## src/rtl/divider_pkg.sv

```systemverilog
// Shared definitions for the sequential divider.
// Holds the default operand width and the controller state enumeration.
package divider_pkg;

  localparam int unsigned DEFAULT_WIDTH = 4;

  typedef enum logic [1:0] {
    IDLE = 2'd0,
    RUN  = 2'd1,
    DONE = 2'd2
  } state_e;

endpackage

```

## src/rtl/sub_stage.sv

```systemverilog
// Trial-subtract stage of the restoring divider.
// Ports:
//   a_i      - minuend (WIDTH bits)
//   b_i      - subtrahend (WIDTH bits)
//   diff_o   - a_i - b_i modulo 2**WIDTH
//   borrow_o - 1 when b_i > a_i (the result is negative)
module sub_stage #(
  parameter int unsigned WIDTH = 5
) (
  input  logic [WIDTH-1:0] a_i,
  input  logic [WIDTH-1:0] b_i,
  output logic [WIDTH-1:0] diff_o,
  output logic             borrow_o
);

  logic [WIDTH:0] sum;

  // Two's-complement subtract; the carry out is the inverted borrow.
  assign sum      = {1'b0, a_i} + {1'b0, ~b_i} + (WIDTH+1)'(1);
  assign diff_o   = sum[WIDTH-1:0];
  assign borrow_o = ~sum[WIDTH];

endmodule

```

## src/rtl/divider_seq.sv

```systemverilog
// Sequential restoring divider, one quotient bit per clock, MSB first.
// Optional feature macro: DIVIDER_SEQ_LED_EN adds the in_led operand mirror.
// Ports:
//   clk, rst            - clock and synchronous active-high reset
//   start               - request a divide, sampled only while idle
//   a, b                - unsigned dividend and divisor
//   quotient, remainder - registered results, updated when an operation completes
//   busy                - high while quotient bits are being produced
//   done                - one-cycle completion pulse
//   div_by_zero         - set when the completed operation had b == 0
//   in_led              - {latched b, latched a} (DIVIDER_SEQ_LED_EN only)
module divider_seq
  import divider_pkg::*;
#(
  parameter int unsigned WIDTH = DEFAULT_WIDTH
) (
  input  logic             clk,
  input  logic             rst,
  input  logic             start,
  input  logic [WIDTH-1:0] a,
  input  logic [WIDTH-1:0] b,
  output logic [WIDTH-1:0] quotient,
  output logic [WIDTH-1:0] remainder,
  output logic             busy,
  output logic             done,
  output logic             div_by_zero
`ifdef DIVIDER_SEQ_LED_EN
  ,
  output logic [2*WIDTH-1:0] in_led
`endif
);

  localparam int unsigned CNT_W = $clog2(WIDTH) + 1;

  state_e             state_q;
  logic [WIDTH-1:0]   a_q;
  logic [WIDTH-1:0]   b_q;
  logic [WIDTH-1:0]   quo_q;        // dividend bits shifted out, quotient bits shifted in
  logic [WIDTH:0]     rem_q;        // partial remainder
  logic [CNT_W-1:0]   cnt_q;
  logic [WIDTH-1:0]   quotient_q;
  logic [WIDTH-1:0]   remainder_q;
  logic               busy_q;
  logic               done_q;
  logic               dbz_q;

  logic [WIDTH:0]     shift_d;
  logic [WIDTH:0]     diff_d;
  logic               borrow_d;
  logic [WIDTH:0]     rem_d;
  logic [WIDTH-1:0]   quo_d;
  logic               unused_rem_msb;

  // Partial remainder shifted left with the next dividend bit.
  assign shift_d = {rem_q[WIDTH-1:0], quo_q[WIDTH-1]};

  sub_stage #(
    .WIDTH(WIDTH + 1)
  ) u_sub_stage (
    .a_i     (shift_d),
    .b_i     ({1'b0, b_q}),
    .diff_o  (diff_d),
    .borrow_o(borrow_d)
  );

  // Restore on a negative trial result; the quotient bit is the inverted borrow.
  assign rem_d = borrow_d ? shift_d : diff_d;
  assign quo_d = WIDTH'({quo_q, ~borrow_d});

  // The restored remainder is always below b, so its top bit never feeds back.
  assign unused_rem_msb = rem_q[WIDTH];

  // Controller, datapath and registered status outputs.
  always_ff @(posedge clk) begin
    if (rst) begin
      state_q     <= IDLE;
      a_q         <= '0;
      b_q         <= '0;
      quo_q       <= '0;
      rem_q       <= '0;
      cnt_q       <= '0;
      quotient_q  <= '0;
      remainder_q <= '0;
      busy_q      <= 1'b0;
      done_q      <= 1'b0;
      dbz_q       <= 1'b0;
    end else begin
      // Status is registered from the current state, so it trails the state by one cycle.
      busy_q <= (state_q == RUN);
      done_q <= (state_q == DONE);
      unique case (state_q)
        IDLE: begin
          if (start) begin
            a_q     <= a;
            b_q     <= b;
            quo_q   <= a;
            rem_q   <= '0;
            cnt_q   <= '0;
            dbz_q   <= 1'b0;
            state_q <= (b == '0) ? DONE : RUN;
          end
        end
        RUN: begin
          rem_q <= rem_d;
          quo_q <= quo_d;
          cnt_q <= cnt_q + CNT_W'(1);
          if (cnt_q == CNT_W'(WIDTH - 1)) begin
            state_q <= DONE;
          end
        end
        DONE: begin
          state_q <= IDLE;
          if (b_q == '0) begin
            quotient_q  <= '1;
            remainder_q <= a_q;
            dbz_q       <= 1'b1;
          end else begin
            quotient_q  <= quo_q;
            remainder_q <= rem_q[WIDTH-1:0];
          end
        end
        default: state_q <= IDLE;
      endcase
    end
  end

  assign quotient    = quotient_q;
  assign remainder   = remainder_q;
  assign busy        = busy_q;
  assign done        = done_q;
  assign div_by_zero = dbz_q;

`ifdef DIVIDER_SEQ_LED_EN
  assign in_led = {b_q, a_q};
`endif

endmodule

```

## config.mk

```make
export PLATFORM = sky130hd
export DESIGN_NAME = divider_seq
export DESIGN_NICKNAME = d
export VERILOG_FILES = /design/src/rtl/divider_pkg.sv /design/src/rtl/sub_stage.sv /design/src/rtl/divider_seq.sv
export SDC_FILE = /design/constraint.sdc
export NUM_CORES = 1
export LEC_CHECK = 0
export CAP_MARGIN = 20
export CORE_MARGIN = 1.5
export CORE_UTILIZATION = 47
export DETAILED_ROUTE_END_ITERATION = 6
export PLACE_DENSITY = 0.8
export SLEW_MARGIN = 20
export SYNTH_ARGS = -nofsm -noshare
export SYNTH_HDL_FRONTEND = slang
export SYNTH_SLANG_ARGS = --single-unit
```

## constraint.sdc

```tcl
create_clock -name clk -period 2.2 [get_ports clk]
set_clock_uncertainty 0.2 [all_clocks]
set_input_delay 0.33 -clock clk [delete_from_list [all_inputs] [get_ports clk]]
set_output_delay 0.33 -clock clk [all_outputs]
set_load 0.02 [all_outputs]
```

==> metrics.txt <==
initial antenna violation count=0; Slew @ Worst Pin=between 0.5 and 0.6 ns; crit path time final=2.042 ns; P_leak=between 0.6 and 0.7 nW; root buf cell=clkbuf_4; Vias/cell=~5.6; Max Cap Violations=0; Net Count, Synth=roughly 180; min-delay src=a_q[3]; Final Cell Area=about 1800 sq um; Worst slew margin=about 65%; CP Max Fanout=4; GRT Total Usage=20.35%; Yosys warning total=0; clk buf depth=2; # port buffers=21; cts hold-fix bufs=0; HPWL after DPL=roughly 2300 um; CTS Sinks=32; largest cells by area after synthesis=dfxtp_1 (45%), nand2_1 (6.6%), ha_1 (5.2%), nor2_1 (5.0%), a21oi_1 (3.8%); Post-synth top flop=dfxtp_1; failing checks=DRC; DRT antenna net count=0; first-pass GRT wire length=5209 um; Core Area=2829 sq um; RePlAce Congestion=approximately 0.82; outcome=finished, violations left; Starting Density=around half; crit path DAT=~2.1 ns; Async SR Flop Fraction=0%; num rows=19; WP data required=2.23 ns; H-tree depth=2; Netlist cell types=33; drt wl/cell=13.75 um; P&R area growth vs syn=24.11%; worst hold path type=flip-flop to flip-flop; critical-path cell list=inv_1, ha_1, o21a_1, o31a_1, or3_1, a32o_1; CTS tree=built; max incr delay on CP=between 0.4 and 0.5 ns; fin crit share=slightly above 90%; synth cell count leaders=dfxtp_1 (32), nand2_1 (25), nor2_1 (19); CP max-delay cell=dfxtp_1; top-count cell post-synth=dfxtp_1; maximum vdd ir drop=roughly 360 uV; cell count after synthesis=between 150 and 200; Util after Layout=between 60 and 70%; Area after DPL=roughly 1700 sq um; DRT Wirelength=roughly 3100 um; Worst Setup SP=b_q[2]; pwr/cell area=approximately 740 nW/um^2; Yosys top cell area share=44.72%; Worst R2R End=rem_q[1]; EDFF count, synth=0; Post-Syn Area per Cell=between 8 and 9 sq um; worst skew pair latency=~0.33 ns; Ports=22; Seq cells post-synth=32; fraction of layout cells with a size suffix above 1=between 10 and 15%; clock slew at reported path FFs=roughly 0.10 ns; die area=around 3400 sq um; vias in the first global route=around 1,200; die height=around 58 um; TritonRoute pass-1 iters=6; Final Hold Fails=0; WHS Endpoint=a_q[3]; FF-to-FF setup slack=around 0.16 ns; largest net degree at the start of global routing=23; startpoint types=flip-flop; dominant cell type by area after synthesis=dfxtp_1; Die W=just under 60 um; Pwr Total=about 1.3 mW; # diodes=0; worst hold path cell count=2; grt ovf=0; setup TNS=0 ns; Buffers & Inverters on Critical Path=1; Slew Limit Fails=0; cts bufs inserted=5; total setup buffers inserted after CTS=0; Post-CTS Resized=0; FF-to-FF Start=b_q[2]; RSZ-0062 raised after global routing=no; register area share after synthesis=about 45%; Via Count=between 1,000 and 1,500; endpoint class of the critical path=flip-flop; Synth Cell Area=about 1400 sq um; Nets=~210; f_max=489.7 MHz; final setup fails=0; Worst Setup Path Type=flip-flop to flip-flop; initial DRC count=39; DRC viols=1; Crit path max-delay family=compound AO/OA/AOI/OAI gates; R2R depth=6
==> per-stage QoR <==
stage	cells	setup WS, ns	hold slack [ns]
detailed placement	214	0.1680	0.2491
global placement	214	0.2372	0.2449
CTS	222	0.1514	0.2641
finish	222	0.1580	0.2626
global route	222	0.07459	0.3002
floorplan	163	0.1320	0.2360
==> cells in the final DEF, fill, tap and decap left out, types with 2 or more instances in the layout <==
master           instances
a31oi_1                  4
a211oi_2                 4
clkdlybuf4s50_1         21
o21a_1                   2
ha_1                     6
nand2b_1                 3
nand3_1                  2
o211ai_1                 2
nor4_1                   2
nand2_1                 25
clkbuf_4                 5
buf_4                    6
a21oi_1                 11
a22oi_1                  2
dfxtp_1                 32
a32o_1                   2
mux2i_1                  4
o21ai_0                  4
or3_1                    2
inv_1                    6
nor2_1                  19
nor3_1                  10
nor2b_1                  4
==> cells by family after synthesis <==
family,count (synthesis),share of synthesized area (%)
AOI/OAI and AO/OA,35,17.38
muxes,4,2.795
xor gates and xnor gates,1,0.6115
buffers and inverters,13,3.580
adders and majority gates,7,6.637
and+or+nand+nor,71,24.28
DFF,32,44.72
==> routing by layer <==
| layer | GRT usage [%] | wire length, um | vias to the layer above | share of wire [%] |
|---|---|---|---|---|
| met3 | 5.134 | 183 | 7 | 6.0 |
| met2 | 34.90 | 1515 | 44 | 50 |
| li1 | - | - | 624 | - |
| met1 | 23.92 | 1286 | 568 | 42 |
| met5 | 0 | 0 | - | 0 |
| met4 | 8.970 | 66 | 0 | 2.2 |
==> report_power, final <==
group          switching [mW]  internal, mW  total, mW
clock network           0.204         0.237      0.441
logic                   0.124         0.115      0.239
registers              0.0288         0.608      0.637
==> worst max-delay path by stage <==
stage,cells past startpoint,endpoint
final,6,rem_q[1]
after global routing,6,rem_q[1]
after CTS,6,rem_q[1]
after detailed placement,6,rem_q[1]
after global placement,6,rem_q[0]
after floorplan,6,rem_q[0]
==> flip-flops by register name, summed over array words and instances (netlist names) <==
name / flops
done: 1
state_q: 2
busy: 1
cnt_q: 3
quo_q: 4
div_by_zero: 1
a_q: 4
quotient: 4
b_q: 4
rem_q: 4
remainder: 4
==> layout make-up <==
class | count | area (sq um)
Clock buffer | 5 | 37.54
Fill cell | 259 | 1051
Multi-Input combinational cell | 118 | 740.7
Clock inverter | 3 | 42.54
Sequential cell | 32 | 640.6
Tap cell | 31 | 38.79
Inverter | 6 | 22.52
Timing Repair Buffer | 27 | 255.2
==> worst min-delay path: cells and delay by family (launching register included) <==
family	cells	cell delay, ns
and+or+nand+nor	1	0.05
AOI/OAI and AO/OA	1	0.05
DFF	1	0.32
Note: power is estimated with default switching activity, not from simulation.
